===== src/rtl/pixel_pkg.sv =====
// Shared constants and types for the pixel-plot write path.
package pixel_pkg;

  localparam int unsigned SCREEN_W   = 160;
  localparam int unsigned SCREEN_H   = 120;
  localparam int unsigned PIX_ADDR_W = 15;
  localparam int unsigned COLOUR_W   = 3;

  localparam logic [COLOUR_W-1:0] BLACK = 3'b000;
  localparam logic [COLOUR_W-1:0] WHITE = 3'b111;

  typedef enum logic [1:0] {
    IDLE  = 2'd0,
    DRAIN = 2'd1,
    FILL  = 2'd2
  } state_e;

endpackage


===== src/rtl/pixel_write_port_fifo.sv =====
// Small synchronous FIFO; power-of-two depth with wrap-bit pointers.
module pixel_fifo #(
  parameter int unsigned WIDTH = 18,
  parameter int unsigned DEPTH = 4
) (
  input  logic             clk,
  input  logic             reset,
  input  logic             push,
  input  logic [WIDTH-1:0] wdata,
  input  logic             pop,
  output logic [WIDTH-1:0] rdata_c,
  output logic             full_c,
  output logic             empty_c
);

  localparam int unsigned IDX_W = $clog2(DEPTH);
  localparam int unsigned PTR_W = IDX_W + 1;

  logic [WIDTH-1:0] mem_q [DEPTH];
  logic [PTR_W-1:0] wr_ptr_q, wr_ptr_d;
  logic [PTR_W-1:0] rd_ptr_q, rd_ptr_d;
  logic             do_push, do_pop;

  assign empty_c = (wr_ptr_q == rd_ptr_q);
  assign full_c  = (wr_ptr_q[IDX_W] != rd_ptr_q[IDX_W]) &&
                   (wr_ptr_q[IDX_W-1:0] == rd_ptr_q[IDX_W-1:0]);
  assign rdata_c = mem_q[rd_ptr_q[IDX_W-1:0]];

  always_comb begin
    do_push  = push && !full_c;
    do_pop   = pop && !empty_c;
    wr_ptr_d = wr_ptr_q + PTR_W'(do_push);
    rd_ptr_d = rd_ptr_q + PTR_W'(do_pop);
  end

  always_ff @(posedge clk) begin
    if (reset) begin
      wr_ptr_q <= '0;
      rd_ptr_q <= '0;
    end else begin
      wr_ptr_q <= wr_ptr_d;
      rd_ptr_q <= rd_ptr_d;
    end
  end

  // Storage carries no reset; validity is tracked by the pointers.
  always_ff @(posedge clk) begin
    if (do_push) mem_q[wr_ptr_q[IDX_W-1:0]] <= wdata;
  end

endmodule


===== src/rtl/pixel_write_port.sv =====
// Pixel-plot responder: range check, linear address, plot FIFO, and full-screen clear.
module pixel_write_port
  import pixel_pkg::*;
#(
  parameter int unsigned FIFO_DEPTH = 4,
  parameter int unsigned ADDR_W     = PIX_ADDR_W
) (
  input  logic                clk,
  input  logic                reset,
  input  logic [7:0]          x,
  input  logic [6:0]          y,
  input  logic [COLOUR_W-1:0] colour,
  input  logic                plot,
  output logic                ready,
  output logic                dropped,
  input  logic                clear_req,
  input  logic [COLOUR_W-1:0] clear_colour,
  output logic                clear_busy,
  output logic [ADDR_W-1:0]   mem_addr,
  output logic [COLOUR_W-1:0] mem_data,
  output logic                mem_we
);

  localparam int unsigned ENTRY_W   = ADDR_W + COLOUR_W;
  localparam logic [7:0]  X_LIM     = 8'(SCREEN_W);
  localparam logic [6:0]  Y_LIM     = 7'(SCREEN_H);
  localparam logic [ADDR_W-1:0] LAST_ADDR = ADDR_W'(SCREEN_W * SCREEN_H - 1);

  state_e              state_q, state_d;
  logic [ADDR_W-1:0]   cnt_q, cnt_d;
  logic [COLOUR_W-1:0] fill_colour_q, fill_colour_d;
  logic                clear_busy_q, clear_busy_d;
  logic                dropped_q, dropped_d;
  logic                mem_we_q, mem_we_d;
  logic [ADDR_W-1:0]   mem_addr_q, mem_addr_d;
  logic [COLOUR_W-1:0] mem_data_q, mem_data_d;

  logic                in_range, accept, fifo_push, fifo_pop;
  logic                fifo_full, fifo_empty;
  logic [ADDR_W-1:0]   plot_addr;
  logic [ENTRY_W-1:0]  rd_entry;

  // y*160 + x as two shifts; busy gating keeps ready low through the final fill write.
  assign plot_addr = (ADDR_W'(y) << 7) + (ADDR_W'(y) << 5) + ADDR_W'(x);
  assign in_range  = (x < X_LIM) && (y < Y_LIM);
  assign ready     = !reset && !fifo_full && (state_q == IDLE) && !clear_busy_q && !clear_req;
  assign accept    = plot && ready;
  assign fifo_push = accept && in_range;

  pixel_fifo #(
    .WIDTH (ENTRY_W),
    .DEPTH (FIFO_DEPTH)
  ) u_fifo (
    .clk     (clk),
    .reset   (reset),
    .push    (fifo_push),
    .wdata   ({plot_addr, colour}),
    .pop     (fifo_pop),
    .rdata_c (rd_entry),
    .full_c  (fifo_full),
    .empty_c (fifo_empty)
  );

  always_comb begin
    state_d       = state_q;
    cnt_d         = cnt_q;
    fill_colour_d = fill_colour_q;
    clear_busy_d  = clear_busy_q;
    dropped_d     = accept && !in_range;
    mem_we_d      = 1'b0;
    mem_addr_d    = mem_addr_q;
    mem_data_d    = mem_data_q;
    fifo_pop      = 1'b0;

    if (!fifo_empty) begin
      fifo_pop   = 1'b1;
      mem_we_d   = 1'b1;
      mem_addr_d = rd_entry[ENTRY_W-1:COLOUR_W];
      mem_data_d = rd_entry[COLOUR_W-1:0];
    end

    unique case (state_q)
      IDLE: begin
        clear_busy_d = 1'b0;
        if (clear_req && !clear_busy_q) begin
          state_d       = DRAIN;
          fill_colour_d = clear_colour;
          clear_busy_d  = 1'b1;
        end
      end
      DRAIN: begin
        clear_busy_d = 1'b1;
        if (fifo_empty) begin
          state_d = FILL;
          cnt_d   = '0;
        end
      end
      FILL: begin
        clear_busy_d = 1'b1;
        mem_we_d     = 1'b1;
        mem_addr_d   = cnt_q;
        mem_data_d   = fill_colour_q;
        if (cnt_q == LAST_ADDR) state_d = IDLE;
        else                    cnt_d   = cnt_q + ADDR_W'(1);
      end
      default: state_d = IDLE;
    endcase
  end

  always_ff @(posedge clk) begin
    if (reset) begin
      state_q       <= IDLE;
      cnt_q         <= '0;
      fill_colour_q <= '0;
      clear_busy_q  <= 1'b0;
      dropped_q     <= 1'b0;
      mem_we_q      <= 1'b0;
      mem_addr_q    <= '0;
      mem_data_q    <= '0;
    end else begin
      state_q       <= state_d;
      cnt_q         <= cnt_d;
      fill_colour_q <= fill_colour_d;
      clear_busy_q  <= clear_busy_d;
      dropped_q     <= dropped_d;
      mem_we_q      <= mem_we_d;
      mem_addr_q    <= mem_addr_d;
      mem_data_q    <= mem_data_d;
    end
  end

  assign clear_busy = clear_busy_q;
  assign dropped    = dropped_q;
  assign mem_we     = mem_we_q;
  assign mem_addr   = mem_addr_q;
  assign mem_data   = mem_data_q;

endmodule

===== config.mk =====
export PLATFORM = sky130hd
export DESIGN_NAME = pixel_write_port
export DESIGN_NICKNAME = d
export VERILOG_FILES = /design/src/rtl/pixel_pkg.sv /design/src/rtl/pixel_write_port_fifo.sv /design/src/rtl/pixel_write_port.sv
export SDC_FILE = /design/constraint.sdc
export NUM_CORES = 1
export LEC_CHECK = 0
export CAP_MARGIN = 5
export CORE_ASPECT_RATIO = 2
export CORE_MARGIN = 4
export CORE_UTILIZATION = 57
export DETAILED_ROUTE_END_ITERATION = 8
export PLACE_DENSITY = 0.88
export SKIP_LAST_GASP = 1
export SYNTH_ARGS = -nofsm -noshare
export SYNTH_HDL_FRONTEND = slang
export SYNTH_SLANG_ARGS = --single-unit
export TNS_END_PERCENT = 50

===== constraint.sdc =====
create_clock -name clk -period 3.8 [get_ports clk]
set_input_delay 0.38 -clock clk [delete_from_list [all_inputs] [get_ports clk]]
set_output_delay 0.38 -clock clk [all_outputs]
set_load 0.02 [all_outputs]

Word-level counts from Yosys, hierarchy flattened
Memory sizes are Yosys's and may differ from the RTL's. A register that Yosys moved wholly into a read port is not among the register bits. Cells that the tools add are included.

$add $sub $neg: 5. Magnitude comparators: 2. Equal/unequal tests: 11. Multiplexer cells: 18. Reduce and logical (&&, ||, !) cells: 25.

Operators by type and width (number): $mux W15 (4); $pmux W15 S2 (1); $add A14 B12 Y15 (1); $add A15 B1 Y15 const B (1); $add A15 B8 Y15 (1); $eq A15 B15 Y1 const B (1); $logic_and A1 B1 Y1 (12); $lt A8 B8 Y1 const B (1); $mux W2 (4); $lt A7 B7 Y1 const B (1); $add A3 B1 Y3 (2); $logic_not A1 Y1 (6); $mux W3 (2); $ne A2 B2 Y1 const B (3); $pmux W2 S3 (1); $reduce_and A3 Y1 (2); $mux W1 (5); $ne A2 B1 Y1 const B (2); $reduce_bool A2 Y1 (2); $eq A3 B3 Y1 (1); $eq A2 B1 Y1 const B (1); $eq A2 B2 Y1 (1); $eq A2 B2 Y1 const B (1); $logic_not A2 Y1 (1); other kinds (4) (4).

Register bits: 47. Bits in writable memories: 72. Input bits: 25. Output and inout port bits: 22. Word-level logic and storage cells: 72. Memories: 1.

Memories: u_fifo.mem_q (depth 4, width 18, rd ports 1, clocked after Yosys merged registers in 1, wr ports 1, RTL line pixel_write_port_fifo.sv:19) `logic [WIDTH-1:0] mem_q [DEPTH];`.

Logic depth before layout (Yosys ltp)
Gate-level depths: netlist of the first run.

Depth in word-level cells: 12. Mapped depth: 9. Mapped depth without buffers: 9.

By module
Synthesis of the first run repeated with hierarchy kept, for this count alone.

Cell total of the unflattened synthesis: 432. Area total of the unflattened synthesis: 5525.3 um2.

Modules (own cells, without submodules): pixel_fifo (instances 1, cells each 131, area an instance 3012.9 um2, seq. area each 2282.2 um2); pixel_write_port (instances 1, cells each 301, area an instance 2512.4 um2, seq. area each 820.8 um2).

Worst setup path before layout of the first run
OpenSTA, ideal clock, no wires.

Kind: reg2reg. Start: register state_q[0]. End: memory u_fifo.mem_q[0][0] (enable). Setup time: 420 ps. Arrival time: 3181 ps. Data required time: 3380 ps. Setup slack: 199 ps. Stages on the path, launching flop included: 7. Buffers on the path: 0. Period minus slack after synthesis: 3601 ps. Cells stage by stage: dfxtp_1 inv_1 ha_1 or4b_1 a31oi_1 and4_4 nor3b_1.

Cells in the longest elaborated chain, start to end: 9.

RTL lines: start: declaration (RTL line pixel_write_port.sv:29) `state_e state_q, state_d;`; start signal: assignment (RTL line pixel_write_port.sv:121) `state_q <= state_d;`; $logic_not A2 Y1 (RTL line pixel_write_port.sv:46) `assign ready = !reset && !fifo_full && (state_q == IDLE) && !clear_busy_q && !clear_req;`; $logic_and A1 B1 Y1 (3 in series) (RTL line pixel_write_port.sv:46); via ready (RTL line pixel_write_port.sv:14) `output logic ready,`; $logic_and A1 B1 Y1 (RTL line pixel_write_port.sv:47) `assign accept = plot && ready;`; $logic_and A1 B1 Y1 (RTL line pixel_write_port.sv:48) `assign fifo_push = accept && in_range;`; $logic_and A1 B1 Y1 (RTL line pixel_write_port_fifo.sv:30) `do_push = push && !full_c;`; $mux W1 (RTL line pixel_write_port_fifo.sv:48) `if (do_push) mem_q[wr_ptr_q[IDX_W-1:0]] <= wdata;`; $mux W1 (not written as such) (RTL line pixel_write_port_fifo.sv:48); end: declaration (RTL line pixel_write_port_fifo.sv:19).

The timed path passes the listed nets, and every way through them passes these cells.

Worst setup path in the final report of the first run
Start: register state_q[0]. End: output port ready.

Cells in the longest elaborated chain, start to end: 4.

RTL lines (RTL line): $logic_not A2 Y1 (pixel_write_port.sv:46); $logic_and A1 B1 Y1 (3 in series) (pixel_write_port.sv:46); end: declaration (pixel_write_port.sv:14).

No other way between the ends.

==> summary.md, run 1 <==
| Metric | Value |
|---|---|
| Outcome | finished clean |
| First-pass GRT wire length | 18700 um |
| Placed cells | around 540 |
| Area leader, netlist | edfxtp_1 |
| GRT met2 Usage | 39.9% |
| Pins Over Slew Limit | 0 |
| PortBufs | between 40 and 50 |
| Avg WL per Cell | about 20 um |
| Sequential-to-total area share from yosys stat | between 50% and 60% |
| Total Wirelength | 11500 um |
| Synth cell types | between 40 and 50 |
| Ys async rst share | 0% |
| Worst Reg-to-Reg Cells | 8 |
| Slack of the worst reg-to-reg path | about 1100 ps |
| Post-CTS Setup Bufs | 0 |
| Hold Startpoint | fill_colour_q[0] |
| Reg2Reg Launch Point | state_q[0] |
| Final Wtd Congestion | approximately 0.89 |
| Worst-skew pair later-pin latency | around 400 ps |
| Final min period | ~2900 ps |
| H-tree Lvls | 4 |
| TNS Setup | 0 ps |
| Slew margin rel. | a little under half |
| Worst Tran Pin Value | between 700 and 800 ps |
| GRT busiest layer | met2 |
| Max Freq | 0.346 GHz |
| Synth Flop Type | edfxtp_1 |
| Crit share post-route | 76.1% |
| Crit Reg-Reg Endpoint | u_fifo.mem_q[2][2] |
| Final count of negative-setup-slack endpoints | 0 |
| Setup crit start kind | flip-flop |
| Worst Skew | approximately 9.9 ps |
| Vias per inst | just over 6 |
| Data arrival time of the worst path | about 2500 ps |
| Clock slew at reported path FFs | 60 ps |
| Share of the synthesized area in the top cell type | between 40% and 50% |
| Met3 Track Usage GR | 4.84% |
| Non-filler cells, final | between 500 and 600 |
| Unrepaired setup endpoints after global routing | no |
| Maximum vdd drop | a little over 0.7 mV |
| N_diodes | 0 |
| Gr ovfl total | 0 |
| Number of synthesis warnings | 0 |
| Avg Cell Area, Syn | around 13 um2 |
| Remaining routing DRC violations | 0 |
| Total die area | approximately 0.011 mm2 |
| Cells after Synth | between 400 and 500 |
| Min Hold Slack | 456 ps |
| P&R area growth vs syn | 21.2% |
| Largest net degree at the start of global routing | 35 |
| Leakage | between 2 and 2.5 nW |
| Drt initial violations | 251 |
| Chip width | 76.5 um |
| Synth top area cells | edfxtp_1 40%, dfxtp_1 18%, mux4_2 7.6% |
| Syn nets | around 450 |
| Num CTS Buffers | 17 |
| Cell area power density | 623 mW/mm2 |
| GR Layer Usage met1 | 22.6% |
| Max incr delay on CP | 690 ps |
| Root buf cell | clkbuf_16 |
| Commonest cells in the netlist | 72 x edfxtp_1, 47 x dfxtp_1, 36 x nand2_1 |
| Hold path endpoint | mem_data[0] |
| Data required time of the worst path | around 3400 ps |
| FP Rows | 49 |
| CP endpoint kind | output port |
| CTS resizes | 0 |
| Total routing usage reported by global routing | a little over a fifth |
| Die height | ~150 um |
| NumNets Final | ~510 |
| WHS Path Cells | 2 |
| Maxcap violations | 0 |
| Via count | ~3500 |
| Number of synthesized flops with an enable pin | 72 |
| Placeable Area | 0.00907 mm2 |
| Min-Delay Path Class | flip-flop to flip-flop |
| Hold_buf cts | 0 |
| Setup ws final | ~900 ps |
| # IOs | 47 |
| Yosys reg bits | 119 |
| CP max-delay cell | clkdlybuf4s50_1 |
| Most frequent cell after synthesis | edfxtp_1 |
| Vias in the first global route | 3753 |
| Initial antenna violation count | 0 |
| CTS tree | yes |
| Post-DP HPWL | roughly 7800 um |
| CTS max path bufs | 2 |
| 1st-pass router iterations | 5 |
| Final hold vios | 0 |
| Cell chain of the critical path | inv_1, ha_1, or4b_1, a31oi_1, clkdlybuf4s50_1 |
| Fraction of layout cells with a size suffix above 1 | a little under a fifth |
| Post-DRT Antenna Nets | 0 |
| Critical Path Fanout Max | 5 |
| Initial Util | between 50% and 60% |
| Setup WS pre-CTS | 821 ps |
| Synthesized cell area | 0.00536 mm2 |
| Clk sink count | 119 |
| Setup Crit Path Kind | flip-flop to output port |
## power breakdown
part	internal (mW)	switching, mW
logic	0.463	0.500
clock network	0.965	0.587
registers	1.48	0.0520
## layout by cell type, fill, tap and decap left out, types with 3 or more instances in the layout
master	Yosys	layout
clkbuf_16	0	17
clkinvlp_4	0	3
ha_1	23	23
xnor2_1	16	16
a21oi_1	26	26
edfxtp_1	72	72
clkinv_2	0	4
or3_1	3	3
a211oi_1	10	10
nand2_1	36	36
buf_4	1	10
nand3_1	8	8
clkdlybuf4s50_1	0	46
a21o_1	3	3
inv_1	14	14
mux2i_1	7	7
dfxtp_1	47	47
mux2_2	16	16
nand4_1	4	4
mux4_2	18	18
nor2_1	34	34
nor2b_1	7	7
o21a_1	4	4
clkinv_4	0	4
o21ai_0	5	5
## registers in the layout, indices dropped and copies added (netlist names)
name             flops
mem_addr            15
mem_data             3
fill_colour_q        3
dropped              1
state_q              2
mem_we               1
u_fifo.wr_ptr_q      3
u_fifo.mem_q        72
clear_busy           1
cnt_q               15
u_fifo.rd_ptr_q      3
## critical path, delay by kind of cell, from the launching register on
kind | cells | cell delay [ps]
buffers and inverters | 2 | 800
and+or+nand+nor | 1 | 450
DFF | 1 | 350
AOI/OAI and AO/OA | 1 | 310
adders and majority gates | 1 | 200
## final cells by class
cell class	count	area, um2
inverters	14	52.6
flip-flops and latches	119	3100
clock inverters	15	155
repair buffers	56	536
fillers	584	2580
clock buffers	17	425
well taps	102	128
multi-input cells	250	2090
## metal layers
layer / share of wire, % / vias up
met2: 56 / 147
met5: 0 / -
met4: 3.8 / 0
met1: 36 / 1702
li1: - / 1606
met3: 4.4 / 42
## cell families (layout without fill, tap and decap cells)
logic type               count (synthesis)  in the layout  synth area share [%]
AO/OA/AOI/OAI                           58             58                  7.76
XOR/XNOR                                19             19                  3.39
adder cells (fa/ha/maj)                 25             25                  6.12
buffers and inverters                   33            102                  3.06
multiplexers                            41             41                  12.2
AND/OR/NAND/NOR                        107            107                  9.51
flip-flops                             119            119                  57.9
## worst max path at each step
stage                     startpoint                  end  slack (ps)  cells past startpoint
after floorplan           state_q[0]   u_fifo.mem_q[0][0]         200                      6
after global routing      state_q[0]                ready         810                      5
after CTS                 state_q[1]                ready         880                      5
after detailed placement        y[0]  u_fifo.mem_q[1][16]         820                     10
final                     state_q[0]                ready         910                      5
after global placement          y[0]  u_fifo.mem_q[0][16]         870                     10
## stage by stage
step / utilization [%] / power (mW) / instance area [um2]
6_report: 71.6 / 4.04 / 6490
4_1_cts: 71.6 / 4.06 / 6490
3_3_place_gp: 65.2 / 2.47 / 5910
5_1_grt: 71.6 / 4.21 / 6490
2_1_floorplan: - / 2.22 / 5360
3_5_place_dp: 65.2 / 2.51 / 5910
Power figures use the tool's default switching activity.
==> run 2, diff against run 1 <==
--- a/config.mk
+++ b/config.mk
@@ -8,9 +8,9 @@
 export CAP_MARGIN = 5
 export CORE_ASPECT_RATIO = 2
 export CORE_MARGIN = 4
-export CORE_UTILIZATION = 57
+export CORE_UTILIZATION = 52
 export DETAILED_ROUTE_END_ITERATION = 8
-export PLACE_DENSITY = 0.88
+export PLACE_DENSITY = 0.85
 export SKIP_LAST_GASP = 1
 export SYNTH_ARGS = -nofsm -noshare
 export SYNTH_HDL_FRONTEND = slang
==> constraint.sdc (replaced) <==
create_clock -name clk -period 2.55 [get_ports clk]
set_input_delay 0.255 -clock clk [delete_from_list [all_inputs] [get_ports clk]]
set_output_delay 0.255 -clock clk [all_outputs]
set_load 0.02 [all_outputs]
==> run 2 against run 1 <==
- clock power grew 53%
- core utilization shrank 4.6 points
- hold slack got worse by 26 ps
- first-iteration DRC count down 1.2%
- sequential power increased by 50%
- wire length shrank 1.4%
- clock skew fell by 2.4 ps
- critical endpoint is now u_fifo.mem_q[2][16]
- largest power group unchanged
==> summary.md, run 2 (synthesis gave the netlist of run 1 again) <==
| Metric | Value |
|---|---|
| Outcome | finished clean |
| Critical Path Fanout Max | 4 |
| Critical Path Most Common Cell | inv_1 |
| FP Rows | between 50 and 60 |
| Avg WL per Cell | roughly 18 um |
| Non-filler cells, final | around 620 |
| Cell area power density | approximately 910 mW/mm2 |
| N_diodes | 0 |
| Final hold vios | 0 |
| 1st-pass router iterations | 4 |
| Setup Crit Path Kind | input pin to flip-flop |
| Commonest non-fill, non-tap cell in the layout | edfxtp_1 |
| Placed cells | between 500 and 600 |
| Leakage | 2.40 nW |
| CP max-delay cell | fa_1 |
| Crit Reg-Reg Endpoint | u_fifo.mem_q[0][3] |
| Pins Over Slew Limit | 0 |
| Post-DRT Antenna Nets | 0 |
| Maximum vdd drop | 0.643 mV |
| CP Launch Point | y[0] |
| Fillers | between 600 and 700 |
| Initial Util | between 50% and 60% |
| First-pass GRT wire length | between 15000 and 20000 um |
| Total routing usage reported by global routing | approximately 20% |
| Most frequent cells in the layout | 72 x edfxtp_1, 47 x dfxtp_1, 45 x clkdlybuf4s50_1, 36 x nand2_1, 33 x nor2_1 |
| Remaining routing DRC violations | 0 |
| Total Wirelength | 11300 um |
| Final min period | 2530 ps |
| Fraction of layout cells with a size suffix above 1 | approximately 22% |
| Initial antenna violation count | 0 |
| Area of the multi-input gates | ~0.0021 mm2 |
| Worst Reg-to-Reg Cells | 7 |
| # IOs | 47 |
| Clock slew at reported path FFs | 50 ps |
| Min-Delay Path Class | input pin to flip-flop |
| P&R area growth vs syn | 26.0% |
| Data required time of the worst path | about 2700 ps |
| Cell chain of the critical path | clkdlybuf4s50_1, inv_1, fa_1, inv_1, ha_1, a21o_1, a211oi_2, nor2_1, o22ai_2, xnor2_2 |
| Register area | 0.00310 mm2 |
| H-tree Lvls | 4 |
| Drt initial violations | between 200 and 250 |
| CTS max path bufs | 2 |
| Final count of negative-setup-slack endpoints | 0 |
| Num CTS Buffers | 17 |
| Setup crit start kind | input pin |
| Vias in the first global route | roughly 3700 |
| Root buf cell | clkbuf_16 |
| Gr ovfl total | 0 |
| Placeable Area | between 0.01 and 0.015 mm2 |
| Min Hold Slack | 431 ps |
| CP endpoint kind | flip-flop |
| Total power | around 6.1 mW |
| CTS tree | yes |
| Worst Skew | 7.53 ps |
| Slack of the worst reg-to-reg path | between 100 and 150 ps |
| Crit share post-route | between 90% and 100% |
| Largest net degree at the start of global routing | 35 |
| Final Wtd Congestion | between 0.9 and 1 |
| Reg2Reg Launch Point | state_q[1] |
| Total die area | approximately 0.012 mm2 |
| Chip width | between 70 and 80 um |
| Slew margin rel. | between 60% and 70% |
| Die height | roughly 150 um |
| Clk sink count | 119 |
| Data arrival time of the worst path | approximately 2700 ps |
| Max reg flops | 72 |
| Maxcap violations | 0 |
| Via count | 3566 |
| TNS Setup | 0 ps |
| Max incr delay on CP | just under 600 ps |
| PortBufs | 46 |
| Max Freq | just under 0.4 GHz |
| Vias per inst | between 5 and 6 |
| Post-DP HPWL | ~7900 um |
| Worst-skew pair later-pin latency | 420 ps |
| Worst Tran Pin Value | roughly 530 ps |
| CP endpoint | u_fifo.mem_q[2][16] |
| NumNets Final | between 500 and 600 |
run 2: cell count changes in the layout (fill, tap and decap cells not counted), sizes merged:
cell | previous run | this run
buf | 10 | 25
clkinvlp | 3 | 2
clkinv | 8 | 3
clkdlybuf4s50 | 46 | 45
dlygate4sd2 | 0 | 1
inv | 16 | 22
run 2: cell type report:
type | count | area share, %
Sequential cell | 119 | 46.0
Multi-Input combinational cell | 250 | 31.7
Timing Repair Buffer | 71 | 10.3
Clock buffer | 17 | 6.30
Tap cell | 135 | 2.50
Clock inverter | 15 | 2.47
Inverter | 14 | 0.778
run 2: worst min-delay path by stage:
stage | from | to | depth (start not counted)
global route | plot | dropped | 3
global placement | fill_colour_q[2] | mem_data[2] | 2
floorplan | colour[0] | u_fifo.mem_q[0][0] | 0
detailed placement | fill_colour_q[0] | mem_data[0] | 2
finish | plot | dropped | 3
CTS | plot | dropped | 3
run 2: metrics by stage:
step | setup slack [ps] | util [%] | instance area [um2]
finish | 24.2 | 66.9 | 6750
global route | -43.7 | 66.9 | 6750
CTS | 6.32 | 66.7 | 6730
detailed placement | -363 | 60.9 | 6140
global placement | -246 | 60.9 | 6140
floorplan | 12.2 | - | 5390
run 2: routing by layer:
metal,track usage (%),share of wire [%],vias to the layer above
met5,0,0,-
met4,12.5,3.7,0
met3,4.91,4.8,34
met2,36.6,57,113
met1,20.6,35,1770
li1,-,-,1649
run 2: power by group:
group          switching [mW]  internal (mW)  total [mW]
clock                   0.911           1.46        2.37
combinational           0.748          0.723        1.47
sequential             0.0938           2.20        2.29
run 2: critical path, delay by kind of cell:
kind            cells  cell delay, ps
fa+ha+maj           2             900
xor+xnor            1             120
buf+inv             3             630
compound gates      3             660
simple gates        1             110
run 2: timing repair:
| item | CTS | global route |
|---|---|---|
| buffers inserted | 0 | 0 |
| cloned | 0 | 0 |
| setup endpoints to repair | 1 | 8 |
| hold buffers | 0 | 0 |
| resized for setup | 1 | 3 |
==> run 3, diff against run 2 <==
--- a/config.mk
+++ b/config.mk
@@ -8,9 +8,10 @@
 export CAP_MARGIN = 5
 export CORE_ASPECT_RATIO = 2
 export CORE_MARGIN = 4
-export CORE_UTILIZATION = 52
+export CORE_UTILIZATION = 54
+export CTS_BUF_LIST = sky130_fd_sc_hd__clkbuf_4
 export DETAILED_ROUTE_END_ITERATION = 8
-export PLACE_DENSITY = 0.85
+export PLACE_DENSITY = 0.87
 export SKIP_LAST_GASP = 1
 export SYNTH_ARGS = -nofsm -noshare
 export SYNTH_HDL_FRONTEND = slang
==> run 3 against run 2 <==
- critical path depth shrank 3
- critical endpoint is now u_fifo.mem_q[0][11]
- sequential share of layout area rose by 2.4 points
- design area shrank 4.9%
- clock skew is 8.6 ps higher
- hold slack worse by 130 ps
- cell count decreased by 0.48%
- clock power decreased by 43%
- combinational power is essentially flat
==> summary.md, run 3 (synthesis gave the netlist of run 1 again) <==
| Metric | Value |
|---|---|
| Clock slew at reported path FFs | between 100 and 150 ps |
| Chip width | 78.4 um |
| Most frequent cells in the layout | 72 x edfxtp_1, 47 x dfxtp_1, 45 x clkdlybuf4s50_1, 36 x nand2_1, 33 x nor2_1 |
| Outcome | finished clean |
| Avg WL per Cell | approximately 18 um |
| CP endpoint kind | flip-flop |
| Via count | roughly 3500 |
| Post-CTS Setup Bufs | 0 |
| Remaining routing DRC violations | 0 |
| Maximum vdd drop | between 0.4 and 0.5 mV |
| Slew margin rel. | 63.8% |
| Vias in the first global route | 3613 |
| Final min period | approximately 2400 ps |
| Worst Reg-to-Reg Cells | 7 |
| Total Wirelength | around 11000 um |
| Final Wtd Congestion | around 0.93 |
| Leakage | about 2.2 nW |
| Fraction of layout cells with a size suffix above 1 | a little over a fifth |
| Setup crit start kind | flip-flop |
| Cell chain of the critical path | inv_1, ha_1, or4b_4, a31oi_4, and4_4, nor3b_4, buf_12 |
| FP Rows | 51 |
| Gr ovfl total | 0 |
| CTS max path bufs | 2 |
| Total routing usage reported by global routing | about a fifth |
| Min-Delay Path Class | input pin to flip-flop |
| Largest net degree at the start of global routing | 35 |
| NumNets Final | roughly 520 |
| Data arrival time of the worst path | about 2700 ps |
| H-tree Lvls | 4 |
| 1st-pass router iterations | 5 |
| Final count of negative-setup-slack endpoints | 0 |
| Maxcap violations | 0 |
| Clk sink count | about 120 |
| First-pass GRT wire length | around 18000 um |
| Num CTS Buffers | 17 |
| CP Launch Point | state_q[0] |
| Cell area power density | a little under 800 mW/mm2 |
| Drt initial violations | 270 |
| Crit share post-route | between 90% and 100% |
| CP endpoint | u_fifo.mem_q[0][11] |
| Vias per inst | about 5.7 |
| P&R area growth vs syn | 19.8% |
| Pins Over Slew Limit | 0 |
| Placeable Area | 0.00970 mm2 |
| Max incr delay on CP | 490 ps |
| Worst Skew | ~16 ps |
| Die height | approximately 150 um |
| Worst-skew pair later-pin latency | roughly 530 ps |
| Initial Util | 55.2% |
| Total power | a little over 5 mW |
| PortBufs | 46 |
| Max Freq | slightly above 0.4 GHz |
| Post-DP HPWL | 7940 um |
| Total die area | approximately 0.012 mm2 |
| Post-DRT Antenna Nets | 0 |
| Data required time of the worst path | 2790 ps |
| Final hold vios | 0 |
| Worst Tran Pin Value | 543 ps |
| Crit Reg-Reg Endpoint | u_fifo.mem_q[0][11] |
| Max reg flops | 72 |
| Commonest non-fill, non-tap cell in the layout | edfxtp_1 |
| Min Hold Slack | 296 ps |
| Setup Crit Path Kind | flip-flop to flip-flop |
| Critical Path Fanout Max | 14 |
| Initial antenna violation count | 1 |
| Core Util, Final | around 66% |
| CP max-delay cell | or4b_4 |
| Unrepaired setup endpoints after global routing | no |
| # IOs | 47 |
| CTS tree | yes |
| Slack of the worst reg-to-reg path | 100 ps |
| Root buf cell | clkbuf_4 |
| Reg2Reg Launch Point | state_q[0] |
==> run 3: cell types whose count changed in the layout (fill, tap and decap cells not counted), sizes merged <==
cell and change:
bufinv -1, clkinv +1, clkinvlp -1, diode +1
dlygate4sd2 -1, inv +1
==> run 3: cell type report <==
type                       instances  area, um2
clock inverter                    15        158
fill                             704       3280
sequential                       119       3100
tap                              132        165
timing repair buffer              70        686
antenna                            1       2.50
multi-input combinational        250       2120
clock buffer                      17        128
inverter                          14       52.6
==> run 3: how the worst min path moves through the flow <==
stage,cells after the start,startpoint,end,slack [ps]
2_1_floorplan,0,colour[0],u_fifo.mem_q[0][0],350
3_3_place_gp,2,fill_colour_q[2],mem_data[2],440
3_5_place_dp,2,fill_colour_q[2],mem_data[2],450
4_1_cts,3,plot,dropped,260
5_1_grt,3,plot,dropped,270
6_report,3,plot,dropped,300
==> run 3: routing by layer <==
layer  wire (um)  up-vias  global-route usage, %  share of wire (%)
met5           0        -                      0                  0
met3         461       24                   3.93                4.1
met4         331        0                   11.9                3.0
met1        3980     1729                   20.0                 36
met2        6380      107                   37.8                 57
li1            -     1645                      -                  -
==> run 3: metrics by stage <==
stage | setup slack, ps | cell area, um2 | TNS (ps) | cells
floorplan | 12.2 | 5390 | 0 | 402
global placement | -239 | 6130 | -2820 | 585
detailed placement | -320 | 6130 | -4140 | 585
CTS | 68.1 | 6410 | 0 | 617
global route | 8.09 | 6420 | 0 | 618
finish | 103 | 6420 | 0 | 618
==> run 3: what timing repair did <==
action                     CTS  global route
hold buffers                 0             0
setup endpoints to repair    1            15
resized for setup            4             1
==> run 3: where the power goes <==
group	internal [mW]	total, mW	leakage [nW]	switching, mW
clock	0.526	1.34	0.156	0.813
sequential	2.19	2.28	1.03	0.0842
combinational	0.716	1.46	1.06	0.748
==> run 3: critical path, delay by kind of cell (launching register included) <==
family                     cells  cell delay (ps)
AOI/OAI and AO/OA              1              220
adders and majority gates      1              200
buffers and inverters          2              300
DFF                            1              390
and+or+nand+nor                3             1040
